## config.mk

```make
export PLATFORM = sky130hd
export DESIGN_NAME = bcd_sub_seq
export DESIGN_NICKNAME = d
export VERILOG_FILES = /design/src/rtl/bcd_sub_seq.sv
export SDC_FILE = /design/constraint.sdc
export NUM_CORES = 1
export LEC_CHECK = 0
export CORE_AREA = 4 4 71 122
export CTS_CLUSTER_SIZE = 12
export DETAILED_ROUTE_END_ITERATION = 10
export DIE_AREA = 0 0 75 126
export PLACE_DENSITY = 0.74
export SKIP_LAST_GASP = 1
export SLEW_MARGIN = 5
export SYNTH_ARGS = -nofsm -noshare
export SYNTH_HDL_FRONTEND = slang
export SYNTH_SLANG_ARGS = --single-unit
export TNS_END_PERCENT = 5
```

## constraint.sdc

```tcl
create_clock -name clk -period 3.1 [get_ports clk]
set_input_delay 0.62 -clock clk [delete_from_list [all_inputs] [get_ports clk]]
set_output_delay 0.62 -clock clk [all_outputs]
set_load 0.005 [all_outputs]
```

## src/rtl/bcd_sub_seq.sv

```systemverilog
// Multi-digit packed-BCD subtract sequencer: diff = |a - b|, neg = (a < b), one digit per clock, LSD first.
// Optional input-nibble validity check (CHECK state, err output) is compiled in by defining BCD_SUB_SEQ_ERR_EN.

module bcd_sub_seq #(
  parameter int unsigned DIGITS = 4
) (
  input  logic                clk,
  input  logic                rst_n,
  input  logic                start,
  input  logic [4*DIGITS-1:0] a,
  input  logic [4*DIGITS-1:0] b,
  output logic                busy,
  output logic                done,
  output logic [4*DIGITS-1:0] diff,
  output logic                neg,
  output logic                err
);

  localparam int unsigned W  = 4 * DIGITS;
  localparam int unsigned CW = (DIGITS > 1) ? $clog2(DIGITS) : 1;

  typedef enum logic [2:0] {
    IDLE  = 3'd0,
    CHECK = 3'd1,
    SUB   = 3'd2,
    NEG   = 3'd3,
    DONE  = 3'd4
  } state_e;

  state_e          state_q, state_d;
  logic [W-1:0]    a_q, a_d;
  logic [W-1:0]    b_q, b_d;
  logic [W-1:0]    r_q, r_d;
  logic            borrow_q, borrow_d;
  logic [CW-1:0]   cnt_q, cnt_d;
  logic            busy_q, busy_d;
  logic            done_q, done_d;
  logic [W-1:0]    diff_q, diff_d;
  logic            neg_q, neg_d;
  logic            err_q, err_d;

  logic [4:0]      t_c;
  logic [3:0]      digit_c;
  logic            bout_c;
  logic            last_c;
  logic [W-1:0]    r_step_c;

`ifdef BCD_SUB_SEQ_ERR_EN
  logic            bad_c;

  function automatic logic has_bad_nibble(input logic [W-1:0] v);
    logic bad;
    bad = 1'b0;
    for (int i = 0; i < int'(DIGITS); i++) begin
      if (v[4*i +: 4] > 4'd9) bad = 1'b1;
    end
    return bad;
  endfunction

  always_comb bad_c = has_bad_nibble(a_q) | has_bad_nibble(b_q);
`endif

  // Single-digit subtract-with-borrow step shared by the SUB and NEG passes
  always_comb begin
    t_c      = 5'({1'b0, a_q[3:0]}) - 5'({1'b0, b_q[3:0]}) - 5'(borrow_q);
    bout_c   = t_c[4];
    digit_c  = bout_c ? 4'(t_c + 5'd10) : t_c[3:0];
    r_step_c = W'({digit_c, r_q} >> 4);
    last_c   = (cnt_q == CW'(DIGITS - 1));
  end

  // State register
  always_ff @(posedge clk or negedge rst_n) begin
    if (!rst_n) state_q <= IDLE;
    else        state_q <= state_d;
  end

  // Next-state logic
  always_comb begin
    state_d = state_q;
    case (state_q)
      IDLE: begin
        if (start) begin
`ifdef BCD_SUB_SEQ_ERR_EN
          state_d = CHECK;
`else
          state_d = SUB;
`endif
        end
      end
      CHECK: begin
`ifdef BCD_SUB_SEQ_ERR_EN
        state_d = bad_c ? DONE : SUB;
`else
        state_d = SUB;
`endif
      end
      SUB: begin
        if (last_c) state_d = bout_c ? NEG : DONE;
      end
      NEG: begin
        if (last_c) state_d = DONE;
      end
      DONE:    state_d = IDLE;
      default: state_d = IDLE;
    endcase
  end

  // Datapath and output next-values
  always_comb begin
    a_d      = a_q;
    b_d      = b_q;
    r_d      = r_q;
    borrow_d = borrow_q;
    cnt_d    = cnt_q;
    diff_d   = diff_q;
    neg_d    = neg_q;
    err_d    = err_q;
    busy_d   = (state_q != IDLE);
    done_d   = (state_q == DONE);
    case (state_q)
      IDLE: begin
        if (start) begin
          a_d      = a;
          b_d      = b;
          r_d      = '0;
          borrow_d = 1'b0;
          cnt_d    = '0;
          err_d    = 1'b0;
        end
      end
      CHECK: begin
        cnt_d    = '0;
        borrow_d = 1'b0;
`ifdef BCD_SUB_SEQ_ERR_EN
        if (bad_c) begin
          diff_d = '0;
          neg_d  = 1'b0;
          err_d  = 1'b1;
        end
`endif
      end
      SUB: begin
        a_d      = a_q >> 4;
        b_d      = b_q >> 4;
        r_d      = r_step_c;
        borrow_d = bout_c;
        cnt_d    = cnt_q + CW'(1);
        if (last_c) begin
          cnt_d = '0;
          if (bout_c) begin
            // Raw result is the 10's complement of |a-b|; negate it as 0 - raw
            a_d      = '0;
            b_d      = r_step_c;
            borrow_d = 1'b0;
          end else begin
            diff_d = r_step_c;
            neg_d  = 1'b0;
          end
        end
      end
      NEG: begin
        a_d      = a_q >> 4;
        b_d      = b_q >> 4;
        r_d      = r_step_c;
        borrow_d = bout_c;
        cnt_d    = cnt_q + CW'(1);
        if (last_c) begin
          cnt_d  = '0;
          diff_d = r_step_c;
          neg_d  = 1'b1;
        end
      end
      default: ;
    endcase
`ifndef BCD_SUB_SEQ_ERR_EN
    err_d = 1'b0;
`endif
  end

  // Datapath and output registers
  always_ff @(posedge clk or negedge rst_n) begin
    if (!rst_n) begin
      a_q      <= '0;
      b_q      <= '0;
      r_q      <= '0;
      borrow_q <= 1'b0;
      cnt_q    <= '0;
      busy_q   <= 1'b0;
      done_q   <= 1'b0;
      diff_q   <= '0;
      neg_q    <= 1'b0;
      err_q    <= 1'b0;
    end else begin
      a_q      <= a_d;
      b_q      <= b_d;
      r_q      <= r_d;
      borrow_q <= borrow_d;
      cnt_q    <= cnt_d;
      busy_q   <= busy_d;
      done_q   <= done_d;
      diff_q   <= diff_d;
      neg_q    <= neg_d;
      err_q    <= err_d;
    end
  end

  assign busy = busy_q;
  assign done = done_q;
  assign diff = diff_q;
  assign neg  = neg_q;
  assign err  = err_q;

endmodule

```

== Word-level counts from Yosys, hierarchy flattened ==
Index checks and enable logic that the tools add are counted.

* Register bits after elaboration: 73
* Input port bits: 35
* Output and inout bits: 20
* Word-level logic and storage cells: 67

* Add/subtract/negate cells: 4
* Equal/unequal tests: 9
* Multiplexer cells: 30
* Reductions and logical operators: 14

{| class="wikitable"
|+ Operators with widths
! operator !! count
|-
| $mux 16 || 8
|-
| $pmux 16 s3 || 2
|-
| $pmux 16 s2 || 2
|-
| $mux 12 || 2
|-
| $mux 3 || 4
|-
| $pmux 3 s4 || 1
|-
| $reduce_bool 3->1 || 3
|-
| $ne 2x2->1 const B || 4
|-
| $reduce_and 2->1 || 4
|-
| $eq 3x2->1 const B || 2
|-
| $pmux 2 s3 || 1
|-
| $mux 1 || 5
|-
| $sub 4x4->5 || 1
|-
| $sub 5x1->5 || 1
|-
| $add 4x4->4 const B || 1
|-
| $mux 2 || 2
|-
| $mux 4 || 1
|-
| $pmux 1 s4 || 1
|-
| $reduce_and 4->1 || 1
|-
| $reduce_bool 2->1 || 2
|-
| $reduce_bool 4->1 || 1
|-
| $eq 3x1->1 const B || 1
|-
| $eq 3x3->1 const B || 1
|-
| $logic_not 3->1 || 1
|-
| 5 further kinds || 5
|}

== Depth between registers and ports, before layout ==
Gate-level depths: netlist of the first run.

* Depth after elaboration: 7
* Mapped depth: 11
* Depth with buffers taken out: 9

== Worst setup path before layout of the first run ==
Ideal clock, no wire load.

* Path type: reg2reg
* Start point: register a_q[0]
* End point: register diff_q[10] (netlist: diff[10])
* Setup time: 0.125 ns
* Arrival time: 2.770 ns
* Required time: 2.975 ns
* Path slack: 0.205 ns
* Stages on the path, launching flop included: 10
* Path buffers: 2
* Clock period less this slack: 2.895 ns
* Path through: dfrtp_1 -> fa_1 -> fa_1 -> nand2b_1 -> a211o_1 -> and2_1 -> buf_6 -> o21ai_4 -> buf_12 -> mux2_4

* Word-level cells in the longest chain between the ends: 4

{| class="wikitable"
|+ Ends and longest elaborated chain
! what !! RTL line !! text
|-
| start: declaration || 31 || <nowiki>logic [W-1:0] a_q, a_d;</nowiki>
|-
| start signal: assignment || 184 || <nowiki>a_q <= '0;</nowiki>
|-
| start signal: assignment || 195 || <nowiki>a_q <= a_d;</nowiki>
|-
| $sub 4x4->5 || 65 || <nowiki>t_c = 5'({1'b0, a_q[3:0]}) - 5'({1'b0, b_q[3:0]}) - 5'(borrow_q);</nowiki>
|-
| $sub 5x1->5 || 65 ||
|-
| $ne 2x2->1 (no line) || - ||
|-
| $reduce_and 4->1 (no line) || - ||
|-
| end signal: assignment || 202 || <nowiki>diff_q <= diff_d;</nowiki>
|-
| end: declaration || 38 || <nowiki>logic [W-1:0] diff_q, diff_d;</nowiki>
|}

Every way passes these cells.
A chain may end at the register's enable or synchronous reset.

== Worst setup path after layout of the first run ==
* Start point: register a_q[0]
* End point: register diff_q[0] (netlist: diff[0])

Same word-level chain as after synthesis.

==> results of run 1 <==
[synth_stat cells, types with 8 or more instances]
master,instances
o22ai_1,13
nand2_1,38
ha_1,8
inv_1,25
a221o_1,12
a22o_1,10
clkbuf_1,22
o211ai_1,14
nor2_1,17
o22a_1,12
a22oi_1,14
a21oi_1,20
dfrtp_1,69
nand3_1,19
mux2_4,9
[metal layers]
metal  vias to the layer above  global-route usage
li1                       1432                   -
met1                      1540               0.277
met2                       106               0.350
met3                        25              0.0271
met4                         0               0.128
met5                         -                   0
[where the power goes]
group / internal, mW / total, mW / leakage (nW) / switching, mW
logic: 1.35 / 2.87 / 1.13 / 1.53
registers: 1.28 / 1.59 / 0.883 / 0.304
clock network: 0.644 / 1.04 / 0.134 / 0.393
[worst max-delay path: stages, from the launching register on]
cell and delay (ns):
dfrtp_1 0.41, fa_1 0.47, fa_1 0.44, nand2b_1 0.22, a211o_1 0.36, and2_1 0.24, o21ai_4 0.17, buf_12 0.18
mux2_2 0.34
[final timing paths]
check | from | to | slack, ns | cells after the start
max | a_q[0]$_DFFE_PN0P_ | diff[0]$_DFFE_PN0P_ | 0.15 | 8
min reg2reg | a_q[13]$_DFFE_PN0P_ | a_q[13]$_DFFE_PN0P_ | 0.48 | 2
min in group clk | a_q[13]$_DFFE_PN0P_ | a_q[13]$_DFFE_PN0P_ | 0.48 | 2
min | rst_n | b_q[0]$_DFFE_PN0P_ | 0.21 | 1
max reg2reg | a_q[0]$_DFFE_PN0P_ | diff[0]$_DFFE_PN0P_ | 0.15 | 8
max in group asynchronous | rst_n | b_q[3]$_DFFE_PN0P_ | 2.14 | 2
[cell families after synthesis]
family,Yosys count,share of synthesized area
AOI/OAI and AO/OA,117,0.240
xor gates and xnor gates,6,0.0144
adders and majority gates,10,0.0384
buffers and inverters,55,0.0659
DFF,69,0.473
muxes,14,0.0525
other,1,0.00103
and+or+nand+nor,91,0.114
[flip-flops by register name (all words and copies together), names as in the netlist]
name and flops:
r_q 12, b_q 16, cnt_q 2, borrow_q 1, busy 1, neg 1, diff 16, state_q 3
done 1, a_q 16
[cell type report]
class                      instances  share of cell area
clock inverter                     5              0.0130
timing repair buffer              73               0.149
inverter                          25              0.0204
clock buffer                      11              0.0527
sequential                        69               0.375
multi-input combinational        239               0.366
tap                               88              0.0239
==> summary.md, run 1 <==
• flip-flop — type of element capturing the critical path
• 53 — count of buffers from port buffering
• 632 — filler instances
• 462 — Total Nets Final
• 9 — CTS buffer count
• reg -> reg — critical setup path kind
• 15900 microns — first-pass GRT wire length
• 0.162 ns — setup slack at placement
• 2.95 ns — Period minus WS final
• 2 — clock tree buffer depth
• 5.49 mW — Power Total
• 0 — number of enable-type register cells in the synthesized netlist
• 0.376 — Rel. slew slack
• 3.32 ns — endpoint required time on the critical path
• 0 — Max Cap Viol
• 69 — post-synthesis sequential element count
• flip-flop — element type at the critical path start
• 0 — Synth warnings
• 0 ns — final setup TNS
• dfrtp_1 — dominant synthesized flop cell
• 69 x dfrtp_1, 52 x clkdlybuf4s50_1, 38 x nand2_1 — commonest cells after routing, fill and taps aside
• 0 — grt ovf
• 0 — number of gates given a new drive strength after cts
• 4300 sq um — area post-placement
• 5 — first-pass iteration count of the detailed router
• 42 — Row Count
• dfrtp_1 47%, nand2_1 3.9%, mux2_4 3.7%, a221o_1 3.3%, a22oi_1 2.9% — largest cells by area after synthesis
• 75 microns — Die Span X
• dfrtp_1 — library cell with the largest summed area after synthesis
• 0.211 ns — WHS
• 55 — IO Count
• 26.3% — layout overhead on the synthesized area
• 0.473 — fraction of the yosys area taken by sequential cells
• 1190 nW/um^2 — power per cell area
• 568 uV — largest vdd supply drop
• 3 — # H-tree levels
• 0 — Max Slew Vio Count
• 494 — number of placed instances with taps included
• 0.932 ns — transition time at the pin with the least slew margin
• 0 — final hold violations
• 3103 — vias after detailed routing
• 126 microns — vertical die dimension
• 0.339 GHz — Max Clock Freq
• 10.0 sq um — average footprint of a synthesized cell
• 4610 sq um — post-route cell area
• dfrtp_1 — most common library cell in the layout ignoring fill and taps
• 0 — number of hold buffers added after CTS
• 408 — syn nets
• 1.00 — Async S/R FF share, synth
• 0.473 — share of Yosys cell area claimed by the top area cell type
• 6670 microns — Detailed Place HPWL
• 519 microns — Detail Route met3 WL
• 3187 — via count of the first global-routing pass
• 282 — Starting DRT DRC Count
• in -> async — Hold/Removal Path Class
• 33 — pin count of the biggest net entering global routing
• 3850 microns — length of routed wiring on met1
• 0.00733 ns — clock skew
• 69 — number of sinks handled by clock tree synthesis
• finished, final reports clean — outcome
• 0 — Post-DRT Antenna Nets
• 0.137 — fraction of layout instances using a drive strength above 1
• 1680 sq um — area of the multi-input gates
• 3.17 ns — critical path arrival
• 0.153 ns — least setup slack across all paths after layout
• 0.604 — final core utilization
• 0 — antenna diode count
• 7620 sq um — placeable core region
• no — unrepaired setup endpoints after global routing
• 363 — Cells after Synth
• 18.7 microns — wire length per cell after detailed routing
• met4 — highest layer used for signal routing
• 9540 microns — Routed WL
• 49 — distinct cell type count of the synthesized netlist
• 0.219 — GRT Util Overall
• 0 — Remaining DRCs
• 0.479 — starting utilization of the core area
• 0.850 — final weighted congestion of routability-driven global placement
• 4840 microns — metal2 WL
• 15 — critical-path maximum fanout
• 0.06 ns — clock transition time at the flip-flop clock pins of the worst setup and hold paths
• 0 — initial antenna violation count
• 0 — final setup violation count
• clkbuf_16 — Clk Tree Root Cell
• 9450 sq um — die area
• yes — clock tree from TritonCTS
• 6.08 — Avg Vias per Cell
• 3650 sq um — cell area after technology mapping
• 0.951 — period utilisation layout
• 0.34 ns — Skew-Pair Late Insertion Delay
• 2.15 nW — Leak
• 0 — Post-CTS Setup Repair Bufs
• 510 — non-filler instance count after layout
• 1730 sq um — Register Area
Power figures use the tool's default switching activity.
==> inputs of run 2 (changes only) <==
- SETUP_SLACK_MARGIN: not set -> 0.4
- SKIP_LAST_GASP: 1 -> not set
==> summary.md, run 2 (synthesized netlist as in run 1, its figures left out) <==
• finished, final reports clean — outcome
• 4670 sq um — post-route cell area, +1.4%
• 75 microns — Die Span X, unchanged
• 53 — count of buffers from port buffering, unchanged
• 4260 sq um — area post-placement, -0.87%
• 458 — Total Nets Final, -0.87%
• yes — clock tree from TritonCTS
• 0.05 ns — clock transition time at the flip-flop clock pins of the worst setup and hold paths, about the same
• 0.217 — Clock Power Share, +0.028
• reg -> reg — critical setup path kind
• 6.07 — Avg Vias per Cell, -0.25%
• clkbuf_16 — Clk Tree Root Cell
• 0 — Max Slew Vio Count, unchanged
• 3.32 ns — endpoint required time on the critical path, about the same
• 3 — # H-tree levels, unchanged
• 5 — first-pass iteration count of the detailed router, unchanged
• 0 — grt ovf, unchanged
• flip-flop — element type at the critical path start
• 723 uV — largest vdd supply drop, +27%
• 69 — number of sinks handled by clock tree synthesis, unchanged
• 0 — Post-DRT Antenna Nets, unchanged
• 505 — non-filler instance count after layout, -0.98%
• 0 — initial antenna violation count, unchanged
• 0 — Max Cap Viol, unchanged
• 15100 microns — first-pass GRT wire length, -4.7%
• 35 — pin count of the biggest net entering global routing, +6.1%
• 0.865 — final weighted congestion of routability-driven global placement, +1.7%
• 489 — number of placed instances with taps included, -1.0%
• 2.19 nW — Leak, +1.8%
• 3065 — vias after detailed routing, -1.2%
• 19.0 microns — wire length per cell after detailed routing, +1.8%
• 0.882 — period utilisation layout, -0.0682
• 0.387 — Switching Share, -0.0173
• 0.213 — GRT Util Overall, -0.00688
• 0.277 — share of power burned in registers, -0.012
• 0.613 — final core utilization, +0.00821
• 0.00710 ns — clock skew, -0.000234 ns
• 0.366 GHz — Max Clock Freq, +7.7%
• 5.77 mW — Power Total, +5.1%
• 0.506 — combinational group share of total power, -0.017
• 0 — final hold violations, unchanged
• 69 x dfrtp_1, 52 x clkdlybuf4s50_1, 38 x nand2_1 — commonest cells after routing, fill and taps aside
• 2.23 mW — reported net switching power, +0.57%
• 55 — IO Count, unchanged
• 0.34 ns — Skew-Pair Late Insertion Delay, about the same
• 0.479 — starting utilization of the core area, unchanged
• 28.0% — layout overhead on the synthesized area
• 42 — Row Count, unchanged
• 244 — Starting DRT DRC Count, -13%
• 0 — Post-CTS Setup Repair Bufs, unchanged
• 2958 — via count of the first global-routing pass, -7.2%
• 9610 microns — Routed WL, +0.77%
• 9 — CTS buffer count, unchanged
• 126 microns — vertical die dimension, unchanged
• 3.54 mW — Pint, +8.1%
• 0 ns — final setup TNS, unchanged
• 0.137 — fraction of layout instances using a drive strength above 1, -0.000750
• 1240 nW/um^2 — power per cell area, +3.7%
• 2 — clock tree buffer depth, unchanged
• in -> async — Hold/Removal Path Class
• 0.559 — Rel. slew slack, +0.183
• 0 — antenna diode count, unchanged
• 0 — Remaining DRCs, unchanged
• 0 — number of hold buffers added after CTS, unchanged
• 2.74 ns — Period minus WS final, -0.211 ns
• flip-flop — type of element capturing the critical path
• 2.96 ns — critical path arrival, -0.21 ns
• 6650 microns — Detailed Place HPWL, -0.37%
• 7620 sq um — placeable core region, unchanged
• yes — unrepaired setup endpoints after global routing
• 8 — critical-path maximum fanout, -7
• 0.661 ns — transition time at the pin with the least slew margin, -0.271 ns
• dfrtp_1 — most common library cell in the layout ignoring fill and taps
• 9450 sq um — die area, unchanged
• 0 — final setup violation count, unchanged
-- run 2: layout make-up --
class                      count  area [sq um]
clock buffer                  11           243
clock inverter                 4           120
fill                         637          2950
inverter                      25          93.8
multi-input combinational    239          1700
sequential                    69          1730
tap                           88           110
timing repair buffer          69           676
-- run 2: worst paths after layout --
path / from / to / slack (ns) / cells after the start
hold reg to reg: a_q[15]$_DFFE_PN0P_ / a_q[15]$_DFFE_PN0P_ / 0.48 / 2
setup reg to reg: a_q[0]$_DFFE_PN0P_ / diff[4]$_DFFE_PN0P_ / 0.36 / 8
setup / recovery: a_q[0]$_DFFE_PN0P_ / diff[4]$_DFFE_PN0P_ / 0.36 / 8
min in group clk: a_q[15]$_DFFE_PN0P_ / a_q[15]$_DFFE_PN0P_ / 0.48 / 2
hold / removal: rst_n / cnt_q[0]$_DFFE_PN0P_ / 0.29 / 1
max in group asynchronous: rst_n / b_q[7]$_DFFE_PN0P_ / 2.08 / 2
-- run 2: what timing repair did --
item,in CTS,in global routing
resized for setup,1,5
endpoints found under the hold margin,0,0
setup endpoints to repair,26,27
pin swaps,0,1
gates cloned,0,1
-- run 2: metrics by stage --
step	hold WS (ns)	setup slack [ns]
4_1_cts	0.288	0.223
6_report	0.286	0.365
5_1_grt	0.323	0.259
3_5_place_dp	0.470	0.222
3_3_place_gp	0.450	0.274
2_1_floorplan	0.324	0.374
-- run 2: metal layers --
layer / vias up / track usage / wire [microns]
met2: 118 / 0.327 / 4760
met4: 0 / 0.116 / 427
li1: 1424 / - / -
met3: 29 / 0.0510 / 632
met1: 1494 / 0.268 / 3790
met5: - / 0 / 0
-- run 2: worst max-delay path, cell delays in order (launching register included) --
cell and delay, ns:
dfrtp_1 0.42, fa_2 0.42, fa_2 0.38, nand2b_4 0.17
a211o_1 0.31, and2_4 0.20, o21ai_4 0.21, buf_12 0.17
mux2_2 0.34
-- run 2: power by group through the flow --
| stage | logic, mW | clock network, mW | registers (mW) |
|---|---|---|---|
| after floorplan | 2.07 | 0 | 1.49 |
| after global placement | 2.73 | 0 | 1.61 |
| after detailed placement | 2.80 | 0 | 1.61 |
| after CTS | 2.84 | 1.27 | 1.60 |
| after global routing | 3.17 | 1.31 | 1.65 |
| final | 2.92 | 1.25 | 1.60 |
